==> config.mk <==
export PLATFORM = sky130hd
export DESIGN_NAME = csr_mmode_unit
export DESIGN_NICKNAME = d
export VERILOG_FILES = /design/src/rtl/csr_mmode_unit.sv
export SDC_FILE = /design/constraint.sdc
export NUM_CORES = 1
export LEC_CHECK = 0
export CAP_MARGIN = 0
export CORE_AREA = 4 4 352 285
export CTS_CLUSTER_SIZE = 8
export DETAILED_ROUTE_END_ITERATION = 7
export DIE_AREA = 0 0 356 289
export GPL_ROUTABILITY_DRIVEN = 0
export GPL_TIMING_DRIVEN = 1
export PLACE_DENSITY = 0.54
export SLEW_MARGIN = 30
export SYNTH_ARGS = -nofsm -noshare
export SYNTH_HDL_FRONTEND = slang
export SYNTH_SLANG_ARGS = --single-unit
==> constraint.sdc <==
create_clock -name clk -period 12.2 [get_ports clk]
set_input_delay 1.22 -clock clk [delete_from_list [all_inputs] [get_ports clk]]
set_output_delay 1.22 -clock clk [all_outputs]
set_load 0.02 [all_outputs]
==> src/rtl/csr_mmode_unit.sv <==
`default_nettype none
// =====================================================================
// csr_mmode_unit : machine-mode CSR file with trap entry, mret and counters
// Rev 1.0
// =====================================================================
module csr_mmode_unit #(
  parameter int          DATA_W      = 64,
  parameter bit          VECTORED_EN = 1'b1,
  parameter int unsigned HART_ID     = 0
) (
  input  logic              clk,
  input  logic              rst,
  input  logic              inst_valid_i,
  input  logic [DATA_W-1:0] inst_addr_i,
  input  logic [1:0]        csr_ctrl_i,
  input  logic [11:0]       csr_index_i,
  input  logic [DATA_W-1:0] csr_wdata_i,
  input  logic              csr_src_zero_i,
  input  logic              ecall_i,
  input  logic              ebreak_i,
  input  logic              mret_i,
  input  logic              irq_msip_i,
  input  logic              irq_mtip_i,
  input  logic              irq_meip_i,
  output logic [DATA_W-1:0] csr_rdata_o,
  output logic              trap_o,
  output logic [DATA_W-1:0] trap_pc_o,
  output logic              illegal_o,
  output logic              retire_o
);

  localparam bit IS32 = (DATA_W == 32);

  localparam logic [11:0] ADDR_MVENDORID     = 12'hF11;
  localparam logic [11:0] ADDR_MARCHID       = 12'hF12;
  localparam logic [11:0] ADDR_MIMPID        = 12'hF13;
  localparam logic [11:0] ADDR_MHARTID       = 12'hF14;
  localparam logic [11:0] ADDR_MSTATUS       = 12'h300;
  localparam logic [11:0] ADDR_MISA          = 12'h301;
  localparam logic [11:0] ADDR_MIE           = 12'h304;
  localparam logic [11:0] ADDR_MTVEC         = 12'h305;
  localparam logic [11:0] ADDR_MCOUNTINHIBIT = 12'h320;
  localparam logic [11:0] ADDR_MSCRATCH      = 12'h340;
  localparam logic [11:0] ADDR_MEPC          = 12'h341;
  localparam logic [11:0] ADDR_MCAUSE        = 12'h342;
  localparam logic [11:0] ADDR_MIP           = 12'h344;
  localparam logic [11:0] ADDR_MCYCLE        = 12'hB00;
  localparam logic [11:0] ADDR_MINSTRET      = 12'hB02;
  localparam logic [11:0] ADDR_MCYCLEH       = 12'hB80;
  localparam logic [11:0] ADDR_MINSTRETH     = 12'hB82;

  // MXL in the top two bits, I extension at bit 8
  localparam logic [DATA_W-1:0] MISA_VAL =
    {((DATA_W == 64) ? 2'd2 : 2'd1), {(DATA_W-11){1'b0}}, 1'b1, 8'd0};

  logic              mstatus_mie_q, mstatus_mie_d;
  logic              mstatus_mpie_q, mstatus_mpie_d;
  logic [DATA_W-3:0] mtvec_base_q, mtvec_base_d;
  logic              mtvec_mode_q, mtvec_mode_d;
  logic [DATA_W-3:0] mepc_q, mepc_d;
  logic [DATA_W-1:0] mcause_q, mcause_d;
  logic [2:0]        mie_q, mie_d;      // {MEIE, MTIE, MSIE}
  logic [2:0]        mip_q, mip_d;      // {MEIP, MTIP, MSIP}
  logic [DATA_W-1:0] mscratch_q, mscratch_d;
  logic              cy_q, cy_d;
  logic              ir_q, ir_d;
  logic [63:0]       mcycle_q, mcycle_d;
  logic [63:0]       minstret_q, minstret_d;

  logic [DATA_W-1:0] old_val;
  logic              implemented;
  logic              read_only;
  logic [DATA_W-1:0] csr_wval;
  logic              csr_write;
  logic              csr_illegal;
  logic [2:0]        irq_pend;
  logic              irq_take;
  logic              exc_illegal;
  logic              exc_ecall;
  logic              exc_ebreak;
  logic              trap_take;
  logic              mret_take;
  logic              csr_we;
  logic [3:0]        trap_cause;
  logic [DATA_W-1:0] trap_cause_val;
  logic [DATA_W-1:0] trap_base_pc;
  logic [DATA_W-1:0] trap_vec_pc;
  logic              unused_addr_bits;

  assign unused_addr_bits = ^inst_addr_i[1:0];

  always_comb begin
    old_val     = '0;
    implemented = 1'b1;
    read_only   = 1'b0;
    case (csr_index_i)
      ADDR_MVENDORID: read_only = 1'b1;
      ADDR_MARCHID: begin
        old_val   = DATA_W'(1);
        read_only = 1'b1;
      end
      ADDR_MIMPID: read_only = 1'b1;
      ADDR_MHARTID: begin
        old_val   = DATA_W'(HART_ID);
        read_only = 1'b1;
      end
      ADDR_MISA: begin
        old_val   = MISA_VAL;
        read_only = 1'b1;
      end
      ADDR_MSTATUS: begin
        old_val[12:11] = 2'b11;
        old_val[7]     = mstatus_mpie_q;
        old_val[3]     = mstatus_mie_q;
      end
      ADDR_MIE: begin
        old_val[11] = mie_q[2];
        old_val[7]  = mie_q[1];
        old_val[3]  = mie_q[0];
      end
      ADDR_MIP: begin
        old_val[11] = mip_q[2];
        old_val[7]  = mip_q[1];
        old_val[3]  = mip_q[0];
      end
      ADDR_MTVEC:         old_val = {mtvec_base_q, 1'b0, mtvec_mode_q};
      ADDR_MEPC:          old_val = {mepc_q, 2'b00};
      ADDR_MCAUSE:        old_val = mcause_q;
      ADDR_MSCRATCH:      old_val = mscratch_q;
      ADDR_MCOUNTINHIBIT: begin
        old_val[2] = ir_q;
        old_val[0] = cy_q;
      end
      ADDR_MCYCLE:        old_val = DATA_W'(mcycle_q);
      ADDR_MINSTRET:      old_val = DATA_W'(minstret_q);
      ADDR_MCYCLEH: begin
        if (IS32) old_val = DATA_W'(mcycle_q[63:32]);
        else      implemented = 1'b0;
      end
      ADDR_MINSTRETH: begin
        if (IS32) old_val = DATA_W'(minstret_q[63:32]);
        else      implemented = 1'b0;
      end
      default: implemented = 1'b0;
    endcase
  end

  always_comb begin
    case (csr_ctrl_i)
      2'b01:   csr_wval = csr_wdata_i;
      2'b10:   csr_wval = old_val | csr_wdata_i;
      2'b11:   csr_wval = old_val & ~csr_wdata_i;
      default: csr_wval = old_val;
    endcase
  end

  // RS/RC with a zero operand is a pure read and never writes
  assign csr_write   = (csr_ctrl_i == 2'b01) || (csr_ctrl_i[1] && !csr_src_zero_i);
  assign csr_illegal = (csr_ctrl_i != 2'b00) && (!implemented || (csr_write && read_only));

  assign irq_pend    = mie_q & mip_q;
  assign irq_take    = inst_valid_i && mstatus_mie_q && (|irq_pend);
  assign exc_illegal = inst_valid_i && !irq_take && csr_illegal;
  assign exc_ecall   = inst_valid_i && !irq_take && !csr_illegal && ecall_i;
  assign exc_ebreak  = inst_valid_i && !irq_take && !csr_illegal && !ecall_i && ebreak_i;
  assign trap_take   = irq_take || exc_illegal || exc_ecall || exc_ebreak;
  assign mret_take   = inst_valid_i && !trap_take && mret_i;
  assign csr_we      = inst_valid_i && !trap_take && !mret_take && csr_write;

  always_comb begin
    trap_cause = 4'd0;
    if (irq_take) begin
      if (irq_pend[2])      trap_cause = 4'd11;
      else if (irq_pend[0]) trap_cause = 4'd3;
      else                  trap_cause = 4'd7;
    end else if (exc_illegal) begin
      trap_cause = 4'd2;
    end else if (exc_ecall) begin
      trap_cause = 4'd11;
    end else if (exc_ebreak) begin
      trap_cause = 4'd3;
    end
  end

  always_comb begin
    trap_cause_val           = '0;
    trap_cause_val[3:0]      = trap_cause;
    trap_cause_val[DATA_W-1] = irq_take;
  end

  assign trap_base_pc = {mtvec_base_q, 2'b00};
  assign trap_vec_pc  = (irq_take && mtvec_mode_q)
                      ? trap_base_pc + DATA_W'({trap_cause, 2'b00})
                      : trap_base_pc;

  assign csr_rdata_o = old_val;
  assign trap_o      = trap_take || mret_take;
  assign trap_pc_o   = trap_take ? trap_vec_pc : (mret_take ? {mepc_q, 2'b00} : '0);
  assign illegal_o   = exc_illegal;
  assign retire_o    = inst_valid_i && !trap_take;

  always_comb begin
    mstatus_mie_d  = mstatus_mie_q;
    mstatus_mpie_d = mstatus_mpie_q;
    mtvec_base_d   = mtvec_base_q;
    mtvec_mode_d   = mtvec_mode_q;
    mepc_d         = mepc_q;
    mcause_d       = mcause_q;
    mie_d          = mie_q;
    mip_d          = {irq_meip_i, irq_mtip_i, irq_msip_i};
    mscratch_d     = mscratch_q;
    cy_d           = cy_q;
    ir_d           = ir_q;
    mcycle_d       = cy_q ? mcycle_q : mcycle_q + 64'd1;
    minstret_d     = (retire_o && !ir_q) ? minstret_q + 64'd1 : minstret_q;

    if (trap_take) begin
      mepc_d         = inst_addr_i[DATA_W-1:2];
      mcause_d       = trap_cause_val;
      mstatus_mpie_d = mstatus_mie_q;
      mstatus_mie_d  = 1'b0;
    end else if (mret_take) begin
      mstatus_mie_d  = mstatus_mpie_q;
      mstatus_mpie_d = 1'b1;
    end else if (csr_we) begin
      // an explicit counter write replaces the increment computed above
      case (csr_index_i)
        ADDR_MSTATUS: begin
          mstatus_mie_d  = csr_wval[3];
          mstatus_mpie_d = csr_wval[7];
        end
        ADDR_MTVEC: begin
          mtvec_base_d = csr_wval[DATA_W-1:2];
          mtvec_mode_d = VECTORED_EN && (csr_wval[1:0] == 2'b01);
        end
        ADDR_MEPC:     mepc_d     = csr_wval[DATA_W-1:2];
        ADDR_MCAUSE:   mcause_d   = csr_wval;
        ADDR_MIE:      mie_d      = {csr_wval[11], csr_wval[7], csr_wval[3]};
        ADDR_MSCRATCH: mscratch_d = csr_wval;
        ADDR_MCOUNTINHIBIT: begin
          ir_d = csr_wval[2];
          cy_d = csr_wval[0];
        end
        ADDR_MCYCLE:
          mcycle_d = IS32 ? {mcycle_q[63:32], 32'(csr_wval)} : 64'(csr_wval);
        ADDR_MINSTRET:
          minstret_d = IS32 ? {minstret_q[63:32], 32'(csr_wval)} : 64'(csr_wval);
        ADDR_MCYCLEH:   mcycle_d   = {32'(csr_wval), mcycle_q[31:0]};
        ADDR_MINSTRETH: minstret_d = {32'(csr_wval), minstret_q[31:0]};
        default: ;
      endcase
    end
  end

  always_ff @(posedge clk or posedge rst) begin
    if (rst) begin
      mstatus_mie_q  <= 1'b0;
      mstatus_mpie_q <= 1'b0;
      mtvec_base_q   <= '0;
      mtvec_mode_q   <= 1'b0;
      mepc_q         <= '0;
      mcause_q       <= '0;
      mie_q          <= '0;
      mip_q          <= '0;
      mscratch_q     <= '0;
      cy_q           <= 1'b0;
      ir_q           <= 1'b0;
      mcycle_q       <= '0;
      minstret_q     <= '0;
    end else begin
      mstatus_mie_q  <= mstatus_mie_d;
      mstatus_mpie_q <= mstatus_mpie_d;
      mtvec_base_q   <= mtvec_base_d;
      mtvec_mode_q   <= mtvec_mode_d;
      mepc_q         <= mepc_d;
      mcause_q       <= mcause_d;
      mie_q          <= mie_d;
      mip_q          <= mip_d;
      mscratch_q     <= mscratch_d;
      cy_q           <= cy_d;
      ir_q           <= ir_d;
      mcycle_q       <= mcycle_d;
      minstret_q     <= minstret_d;
    end
  end

endmodule
`default_nettype wire

==> results of run 1 <==
## placed cells by master (no fill, tap or decap), drive strengths merged, types with 16 or more instances in the layout
cell type        n
buf             52
xor2            65
mux2            26
o21a            18
a21o            16
mux2i          108
a22oi           36
o2bb2ai         16
and2            19
a22o            62
a222oi          17
inv             64
o22ai           23
nand4           51
xnor2          178
clkbuf          58
nor3            52
o21ai          296
nand3           87
nor2           220
a221oi          24
and3            40
nand2          444
a211oi          39
a21oi          179
dfrtp          391
nor4            16
clkdlybuf4s50  273
## area by class of cell
type / count / area [sq um]
diodes: 6 / 15.0
clock buffers: 58 / 1430
fillers: 10200 / 66900
inverters: 65 / 259
multi-input cells: 2181 / 13300
flip-flops and latches: 391 / 9780
well taps: 1300 / 1630
repair buffers: 325 / 3150
## routing by layer
layer / vias to the layer above / share of wire / track usage
met2: 1057 / 0.42 / 0.289
li1: 10400 / - / -
met4: 4 / 0.024 / 0.0529
met1: 11200 / 0.46 / 0.293
met3: 149 / 0.091 / 0.0450
met5: - / 0.00022 / 0
## worst max-delay path, delay by kind of cell
kind                       cells  cell delay [ps]
buffers and inverters          5             2050
and+or+nand+nor                7             2990
AOI/OAI and AO/OA              5              870
adders and majority gates      2              590
xor gates and xnor gates       1              180
## where the power goes
part	internal (W)	leakage (nW)	switching, W
Sequential	0.00133	5.19	0.0000388
Clock	0.000809	0.704	0.000572
Combinational	0.000124	6.02	0.000208
Total	0.00226	11.9	0.000819
## registers in the layout, summed over array words and instances, names as in the netlist
name            cells
mie_q               3
mepc_q             62
mscratch_q         64
mtvec_base_q       62
mcause_q           64
mstatus_mie_q       1
mstatus_mpie_q      1
mcycle_q           64
mip_q               3
cy_q                1
minstret_q         64
mtvec_mode_q        1
ir_q                1
## how the worst min path moves through the flow
stage               slack [ps]          endpoint  depth (start not counted)
global route               520      mcause_q[43]                          2
floorplan                  450  mtvec_base_q[26]                          2
CTS                        490      mcause_q[43]                          2
detailed placement         480  mtvec_base_q[26]                          2
finish                     480      mcause_q[43]                          2
global placement           470  mtvec_base_q[26]                          2
## through the flow
stage | hold slack (ps) | power [W] | utilization | std cells | area, sq um
floorplan | 450 | 0.00155 | - | 2842 | 24100
global placement | 465 | 0.00171 | 0.291 | 4262 | 28100
detailed placement | 477 | 0.00172 | 0.292 | 4262 | 28100
CTS | 487 | 0.00309 | 0.306 | 4320 | 29600
global route | 515 | 0.00317 | 0.306 | 4322 | 29600
finish | 485 | 0.00308 | 0.307 | 4326 | 29600
## cells by family (layout without fill, tap and decap cells)
logic type / Yosys count / after routing / share of synthesized area
AND/OR/NAND/NOR: 1010 / 1010 / 0.194
AO/OA/AOI/OAI: 785 / 785 / 0.203
flip-flops: 391 / 391 / 0.407
buffers and inverters: 270 / 448 / 0.0454
XOR/XNOR: 243 / 243 / 0.0885
multiplexers: 134 / 134 / 0.0571
adder cells (fa/ha/maj): 7 / 7 / 0.00395
other: 1 / 8 / 0.000156
==> impl_results.md, run 1 <==
* Synthesized flop and latch total at around 400
* Fraction of layout instances using a drive strength above 1 at 0.0593
* Hold Violations, Final at 0
* Critical-path cell list: clkdlybuf4s50_1 -> or3_1 -> nor3_1 -> a41oi_1 -> nand3_1 -> buf_4 -> a21oi_1 -> nor2_1 -> ha_1 -> inv_1 -> fa_1 -> o21bai_1 -> a21oi_1 -> nor3b_1 -> buf_4 -> and2_1 -> nand4_1 -> xor2_1 -> o21ai_0 -> clkdlybuf4s50_1
* Number of design-rule violations left by the first detailed-router iteration at 2,325
* WP data required at around 11,000 ps
* Global-route usage over all layers at 0.198
* Crit Reg-Reg Endpoint: mscratch_q[41]
* Final count of negative-setup-slack endpoints at 0
* Wire length of the first global-routing pass at roughly 150 mm
* Startpoint of the worst register-to-register path: mip_q[0]
* Initial standard-cell utilization of the core at 0.249
* Clock tree from TritonCTS: done
* Master of the slowest instance on the critical path: or3_1
* Clock-pin slew on the worst setup and hold paths at approximately 50 ps
* Critical path startpoint: csr_index_i[3]
* Placement Rows at ~100
* HPWL Detailed at between 70 and 80 mm
* Setup Total Neg Slack at 0 ps
* Leftover overflow at the end of global routing at 0
* Drt pass-1 iters at 6
* Number of levels the H-tree was split into at 2
* Share of the synthesized area in the top cell type at 0.407
* Clock Root Buffer: clkbuf_16
* Final Routed Wirelength at 105 mm
* Area of the core at just under 100,000 sq um
* Final worst path period need at around 9200 ps
* Worst setup slack after placement at ~3000 ps
* Final layout net count at roughly 3.2k
* Most numerous cell in the Yosys netlist: nand2_1
* Path depth of the worst reg2reg path at 9
* Library cells used by synthesis at between 70 and 80
* Cell types with the highest counts after synthesis: 444 x nand2_1, 391 x dfrtp_1, 291 x o21ai_0, 220 x nor2_1, 179 x a21oi_1
* IR Drop Worst-Case VDD at just over 0.00009 V
* Number of violations of the max-capacitance limit at 0
* Post-Synthesis Cell Area at 24,000 sq um
* Insertion delay of the later-clocked pin in the worst-skew pair at roughly 610 ps
* Type of destination of the critical path: output pin
* Die H at ~290 um
* Launch instance of the worst min-delay path: mcause_q[43]
* Ys async rst share at 1.00
* Cell taking the most area after synthesis: dfrtp_1
* Port bufs at 278
* Antenna violations before repair at 11
* Synthesized instance count at 2,841
* Headroom to the max-slew limit at 0.297
* I/O pin total at 283
* Largest clock skew in the final design at 19.0 ps
* Remaining antenna violation count at 0
* Via count of the first global-routing pass at between 20k and 25k
* Worst-margin pin slew at between 1000 and 1500 ps
* Clock sink count at between 300 and 400
* Number of buffers added to fix hold violations after cts at 0
* Endpoint arrival time on the critical path at roughly 8000 ps
* R2r setup slk at slightly below 8000 ps
* Critical path type: primary input to output pin
* F_max at about 110 MHz
* Vias at 22.8k
* Number of gates resized after cts at 0
* Area added between synthesis and finish at 23.0%
* Average instance area after synthesis at 8.46 sq um
* Sequential-to-total area share from yosys stat at 0.407
* Syn. warnings at 0
* Number of enable flip-flop cells after synthesis at 0
* Outcome: finished, final reports clean
* Crit path capture: trap_pc_o[42]
* Total count of max-transition violations in the final report at 0
* Hold Path Class: flop to flop
* Final critical-path share of the clock period at 0.750
* CP Max Fanout at 17
* RSZ-0062 raised after global routing: false
* Number of buffers created by CTS at 54
* Stage delay of the slowest cell on the critical path at 910 ps
* Maximum count of clock buffers along a single path at 3
* Power per standard cell area at approximately 100 nW/um^2
* CP startpoint kind: primary input
* Buffer count from post-CTS setup fixing at 0
* Count of unresolved DRC violations after routing at 0
* Static leakage at roughly 12 nW
* Largest net degree at the start of global routing at 148
* Final routed wire length divided by cell count at approximately 24 um
* Detail-routed via count per cell at 5.28
* Die ar. at around 100,000 sq um
* Dominant synthesized flop cell: dfrtp_1
* Least setup slack across all paths after layout at a little over 3000 ps
* Horizontal extent of the die at between 300 and 400 um
* Most area-consuming cells after synthesis: dfrtp_1 41%, nand2_1 6.9%, xnor2_1 6.5%
(Power assumes the default switching activity.)
==> run 2, diff against run 1 <==
--- a/config.mk
+++ b/config.mk
@@ -12,7 +12,7 @@
 export DIE_AREA = 0 0 356 289
 export GPL_ROUTABILITY_DRIVEN = 0
 export GPL_TIMING_DRIVEN = 1
-export PLACE_DENSITY = 0.54
+export PLACE_DENSITY = 0.53
 export SLEW_MARGIN = 30
 export SYNTH_ARGS = -nofsm -noshare
 export SYNTH_HDL_FRONTEND = slang
==> constraint.sdc (replaced) <==
create_clock -name clk -period 8.6 [get_ports clk]
set_input_delay 0.86 -clock clk [delete_from_list [all_inputs] [get_ports clk]]
set_output_delay 0.86 -clock clk [all_outputs]
set_load 0.02 [all_outputs]
==> run 2 against run 1 <==
Utilization increased by 0.16 points. Die area stayed put. Worst setup slack got worse by 2400 ps. Combinational power rose by 45%. Clock skew fell by 3.0 ps. Cell area rose by 0.52%. Critical path depth fell by 2. Routed wire length rose by 2.2%. Final cell count grew 0.39%. Critical endpoint unchanged.
==> impl_results.md, run 2 (synthesis gave the netlist of run 1 again) <==
* RSZ-0062 raised after global routing: false
* CP startpoint kind: primary input
* Buffer count from post-CTS setup fixing at 0 (unchanged)
* HPWL Detailed at 76.1 mm (+2.3%)
* Largest clock skew in the final design at 16.0 ps (-3.01 ps)
* Die H at 289 um (unchanged)
* Final critical-path share of the clock period at 0.924
* Critical-path cell list: clkdlybuf4s50_1 -> or4b_1 -> nor3_1 -> a41oi_1 -> nand3_1 -> a21oi_1 -> nor2_1 -> ha_1 -> inv_1 -> fa_1 -> o21bai_1 -> a21oi_1 -> nor3b_1 -> and2_1 -> nand4_1 -> xor2_1 -> o21ai_0 -> clkdlybuf4s50_1
* Overall power after layout at 0.00441 W (+43%)
* Area of the core at 96,500 sq um (unchanged)
* Hold Violations, Final at 0 (unchanged)
* Number of design-rule violations left by the first detailed-router iteration at 2,364 (+1.7%)
* Cell total after placement at 4,272 (+0.23%)
* Setup Total Neg Slack at 0 ps (unchanged)
* Static leakage at 12.0 nW (+0.56%)
* Count of unresolved DRC violations after routing at 0 (unchanged)
* Most frequent standard cell in the layout excluding fill and tap cells: nand2_1
* Fraction of layout instances using a drive strength above 1 at 0.0626 (+0.00329)
* Detail-routed via count per cell at 5.30 (+0.45%)
* Most frequent cells in the layout: 441 x nand2_1, 391 x dfrtp_1, 286 x o21ai_0
* Clock tree from TritonCTS: done
* I/O pin total at 283 (unchanged)
* Insertion delay of the later-clocked pin in the worst-skew pair at 610 ps (about the same)
* Placement Rows at 102 (unchanged)
* Final layout net count at 3,189 (+0.38%)
* Number of gates resized after cts at 0 (unchanged)
* Global-route usage over all layers at 0.204 (+0.00533)
* Number of violations of the max-capacitance limit at 0 (unchanged)
* Power per standard cell area at 148 nW/um^2 (+43%)
* IR Drop Worst-Case VDD at 0.000130 V (+42%)
* Number of buffers added to fix hold violations after cts at 0 (unchanged)
* Number of buffers created by CTS at 55 (+1.9%)
* Wire length of the first global-routing pass at 157 mm (+2.5%)
* Headroom to the max-slew limit at 0.241 (-0.0557)
* Clock-pin slew on the worst setup and hold paths at 50 ps (about the same)
* Remaining antenna violation count at 0 (unchanged)
* WP data required at 7740 ps (-3240 ps)
* Drt pass-1 iters at 6 (unchanged)
* Maximum count of clock buffers along a single path at 3 (unchanged)
* Critical path buffer and inverter count at 3 (-2)
* Die ar. at 103,000 sq um (unchanged)
* Area of combinational cells with multiple inputs at 13,300 sq um (about the same)
* Final routed wire length divided by cell count at 24.8 um (+1.8%)
* Antenna violations before repair at 10 (-1)
* Gate family responsible for the most delay along the worst path: simple AND/OR/NAND/NOR gates
* Endpoint arrival time on the critical path at 7090 ps (-840 ps)
* Number of levels the H-tree was split into at 2 (unchanged)
* Master of the slowest instance on the critical path: and2_1
* Type of destination of the critical path: output pin
* F_max at between 100 and 150 MHz
* Smallest hold slack at 480 ps (-4.60 ps)
* CP Max Fanout at 13 (-4)
* Total count of max-transition violations in the final report at 0 (unchanged)
* Worst-margin pin slew at 1130 ps (+88.3 ps)
* Number of standard cells in the layout, taps in and fillers out at 4,343 (+0.39%)
* Largest net degree at the start of global routing at 153 (+3.4%)
* Layout filler cell count at 10.2k (+0.44%)
* Outcome: finished, final reports clean
* Area added between synthesis and finish at 23.6%
* Final worst path period need at 7950 ps
* Via count of the first global-routing pass at 21.9k (+1.5%)
* Final count of negative-setup-slack endpoints at 0 (unchanged)
* Horizontal extent of the die at 356 um (unchanged)
* Hold Path Class: flop to flop
* Final Routed Wirelength at 108 mm (+2.2%)
* Stage delay of the slowest cell on the critical path at 790 ps (-120 ps)
* Initial standard-cell utilization of the core at 0.249 (unchanged)
* Vias at 23.0k (+0.85%)
* Sequential cell area at 9780 sq um (unchanged)
* Port bufs at 278 (unchanged)
* Clock sink count at 391 (unchanged)
* Clock Root Buffer: clkbuf_16
* Leftover overflow at the end of global routing at 0 (unchanged)
* Critical path type: primary input to output pin
## run 2: final timing paths
| check | from | end | slack, ps | cells after the start |
|---|---|---|---|---|
| max in group asynchronous | rst | mscratch_q[62] | 6230 | 5 |
| hold reg to reg | mtvec_base_q[26] | mtvec_base_q[26] | 480 | 2 |
| hold / removal | mtvec_base_q[26] | mtvec_base_q[26] | 480 | 2 |
| min in group asynchronous | rst | mscratch_q[15] | 700 | 3 |
| setup reg to reg | mip_q[0] | mcycle_q[21] | 4470 | 9 |
| setup / recovery | csr_index_i[11] | trap_pc_o[42] | 650 | 18 |
## run 2: power breakdown
group	internal (W)	total, W	switching, W	leakage (nW)
sequential	0.00188	0.00194	0.0000560	5.19
combinational	0.000180	0.000481	0.000300	6.08
clock	0.00116	0.00199	0.000834	0.713
## run 2: layout make-up
type                            count  area share
Sequential cell                   391       0.329
Timing Repair Buffer              336       0.111
Multi-Input combinational cell   2181       0.448
Antenna cell                        6    0.000505
Tap cell                         1300      0.0547
Inverter                           65     0.00842
Clock buffer                       63      0.0487
Clock inverter                      1    0.000168
## run 2: metrics by stage
| step | util | instance area [sq um] | worst slack (ps) |
|---|---|---|---|
| finish | 0.308 | 29700 | 652 |
| global route | 0.308 | 29700 | 493 |
| CTS | 0.308 | 29700 | 750 |
| detailed placement | 0.293 | 28200 | 803 |
| global placement | 0.292 | 28200 | 823 |
| floorplan | - | 24100 | 2480 |
## run 2: worst min-delay path, cell delays in order (launching register included)
cell and delay, ps:
dfrtp_1 340, nand2_1 40, o21ai_0 60
## run 2: per-layer routing
metal  up-vias  track usage  part of all wire
met3       168       0.0469             0.084
li1      10500            -                 -
met5         -            0           0.00012
met2      1039        0.297              0.42
met4         2       0.0612             0.033
met1     11400        0.297              0.46
==> run 3, diff against run 2 <==
==> constraint.sdc (replaced) <==
create_clock -name clk -period 8.6 [get_ports clk]
set_input_delay 1.72 -clock clk [delete_from_list [all_inputs] [get_ports clk]]
set_output_delay 1.72 -clock clk [all_outputs]
set_load 0.02 [all_outputs]
==> run 3 against run 2 <==
Cell area rose by 0.69%. Sequential cell count did not move. Global-route usage fell by 0.33 points. Worst hold slack improved by 5.5 ps. Clock power barely moved. Final cell count rose by 0.48%. Sequential share of layout area fell by 0.23 points. Critical endpoint unchanged.
==> impl_results.md, run 3 (synthesis gave the netlist of run 1 again) <==
* Endpoint arrival time on the critical path at 6640 ps (-450 ps)
* Setup Total Neg Slack at 0 ps (unchanged)
* Maximum count of clock buffers along a single path at 3 (unchanged)
* Type of destination of the critical path: output pin
* Die H at 289 um (unchanged)
* Total count of max-transition violations in the final report at 0 (unchanged)
* Buffer count from post-CTS setup fixing at 0 (unchanged)
* Gate family responsible for the most delay along the worst path: buffers and inverters
* Most frequent cells in the layout: 441 x nand2_1, 391 x dfrtp_1, 285 x o21ai_0
* CP startpoint kind: primary input
* Static leakage at 12.1 nW (+0.94%)
* WP data required at 6880 ps (-860 ps)
* Final worst path period need at 8360 ps (+410 ps)
* CP Max Fanout at 16 (+3)
* Final Routed Wirelength at 107 mm (-0.97%)
* Insertion delay of the later-clocked pin in the worst-skew pair at 620 ps (about the same)
* Switching part of the total at 0.270 (about the same)
* Hold Violations, Final at 0 (unchanged)
* Number of design-rule violations left by the first detailed-router iteration at 2,550 (+7.9%)
* Leftover overflow at the end of global routing at 0 (unchanged)
* Most frequent standard cell in the layout excluding fill and tap cells: nand2_1
* Area of the core at 96,500 sq um (unchanged)
* F_max at 120 MHz (-4.9%)
* Final routed wire length divided by cell count at 24.5 um (-1.5%)
* Antenna violations before repair at 8 (-2)
* Hold Path Class: flop to flop
* Top cell by count, worst path: buf_4
* Stage delay of the slowest cell on the critical path at 750 ps (-40 ps)
* Cell total after placement at 4,297 (+0.59%)
* Overall power after layout at 0.00440 W (-0.37%)
* Least setup slack across all paths after layout at 242 ps (-410 ps)
* Port bufs at 278 (unchanged)
* Proportion of power drawn by the clock network at 0.449 (-0.002)
* Logic gate share of total power at 0.109 (about the same)
* Largest net degree at the start of global routing at 124 (-19%)
* Count of unresolved DRC violations after routing at 0 (unchanged)
* Clock sink count at 391 (unchanged)
* HPWL Detailed at 76.3 mm (+0.25%)
* Number of violations of the max-capacitance limit at 0 (unchanged)
* Initial standard-cell utilization of the core at 0.249 (unchanged)
* Power share of the sequential group at 0.441 (about the same)
* Clock tree from TritonCTS: done
* Critical-path cell list: clkdlybuf4s50_1 -> nand4bb_4 -> nor2_1 -> a41oi_1 -> nand3_1 -> buf_4 -> a31oi_4 -> inv_4 -> fa_1 -> o21bai_1 -> a21oi_1 -> nor3b_1 -> buf_4 -> and2_1 -> buf_12 -> nand4_1 -> xor2_1 -> o21ai_0 -> buf_4 -> clkdlybuf4s50_1
* Smallest hold slack at 485 ps (+5.52 ps)
* Worst-margin pin slew at 1060 ps (-71.6 ps)
* Fraction of layout instances using a drive strength above 1 at 0.0710 (+0.00840)
* Headroom to the max-slew limit at 0.286 (+0.0444)
* Clock-pin slew on the worst setup and hold paths at 60 ps (about the same)
* Critical path buffer and inverter count at 7 (+4)
* Via count of the first global-routing pass at 21.5k (-2.1%)
* Horizontal extent of the die at 356 um (unchanged)
* Number of buffers added to fix hold violations after cts at 0 (unchanged)
* Detail-routed via count per cell at 5.25 (-0.98%)
* IR Drop Worst-Case VDD at 0.000137 V (+5.0%)
* Wire length of the first global-routing pass at 154 mm (-1.4%)
* Final layout net count at 3,213 (+0.75%)
* Largest clock skew in the final design at 23.8 ps (+7.85 ps)
* Number of buffers created by CTS at 55 (unchanged)
* Placement Rows at 102 (unchanged)
* Area added between synthesis and finish at 24.5%
* Remaining antenna violation count at 0 (unchanged)
* Psw at 0.00119 W (-0.44%)
* Number of levels the H-tree was split into at 2 (unchanged)
* Outcome: finished, final reports clean
* Die ar. at 103,000 sq um (unchanged)
* Global-route usage over all layers at 0.200 (-0.00331)
* Master of the slowest instance on the critical path: clkdlybuf4s50_1
* Clock Root Buffer: clkbuf_16
* Power per standard cell area at 147 nW/um^2 (-1.1%)
* Final count of negative-setup-slack endpoints at 0 (unchanged)
* Drt pass-1 iters at 7 (+1)
* RSZ-0062 raised after global routing: false
* R2r setup slk at 4460 ps (about the same)
* Number of gates resized after cts at 0 (unchanged)
* Vias at 22.9k (-0.50%)
* Final critical-path share of the clock period at 0.972 (+0.0477)
* Internal at 0.00321 W (-0.35%)
* Worst setup slack after placement at 202 ps (-601 ps)
* I/O pin total at 283 (unchanged)
* Critical path type: primary input to output pin
* Number of standard cells in the layout, taps in and fillers out at 4,364 (+0.48%)
==> run 3: changes by cell type in the layout (fill, tap and decap cells not counted), moves of 2 or more <==
cell / delta
buf_4: +21
buf_12: +4
buf_16: -2
clkbuf_1: -5
==> run 3: final cells by class <==
| cell class | instances | area (sq um) |
|---|---|---|
| fill | 10200 | 66500 |
| antenna | 6 | 15.0 |
| inverter | 65 | 250 |
| clock buffer | 58 | 1420 |
| clock inverter | 3 | 33.8 |
| sequential | 391 | 9780 |
| timing repair buffer | 360 | 3480 |
| multi-input combinational | 2181 | 13300 |
| tap | 1300 | 1630 |
==> run 3: worst min-delay path: stages, from the launching register on <==
cell	delay, ps
dfrtp_1	340
nand2_1	50
o21ai_0	60
==> run 3: worst paths after layout <==
| path | start | endpoint | cells after the start |
|---|---|---|---|
| max | csr_index_i[6] | trap_pc_o[42] | 20 |
| min | mcause_q[43] | mcause_q[43] | 2 |
| max reg2reg | mip_q[0] | mcycle_q[21] | 9 |
| min reg2reg | mcause_q[43] | mcause_q[43] | 2 |
| max in group asynchronous | rst | mscratch_q[47] | 4 |
| min in group asynchronous | rst | mtvec_base_q[16] | 2 |
==> run 3: through the flow <==
step,area [sq um],utilization
detailed placement,28400,0.295
global placement,28400,0.295
global route,29900,0.310
finish,29900,0.310
CTS,29900,0.310
floorplan,24100,-
==> run 3: layer usage <==
metal	routed length [um]	up-vias	track usage
met3	9220	181	0.0429
met1	50300	11200	0.300
met4	3530	6	0.0652
met2	43600	1043	0.283
li1	-	10500	-
met5	38	-	0
==> run 3: power by group through the flow <==
stage / registers, W / logic (W) / clock network (W)
floorplan: 0.00194 / 0.000257 / 0
global placement: 0.00197 / 0.000472 / 0
detailed placement: 0.00197 / 0.000475 / 0
CTS: 0.00194 / 0.000477 / 0.00200
global route: 0.00194 / 0.000517 / 0.00207
finish: 0.00194 / 0.000481 / 0.00198
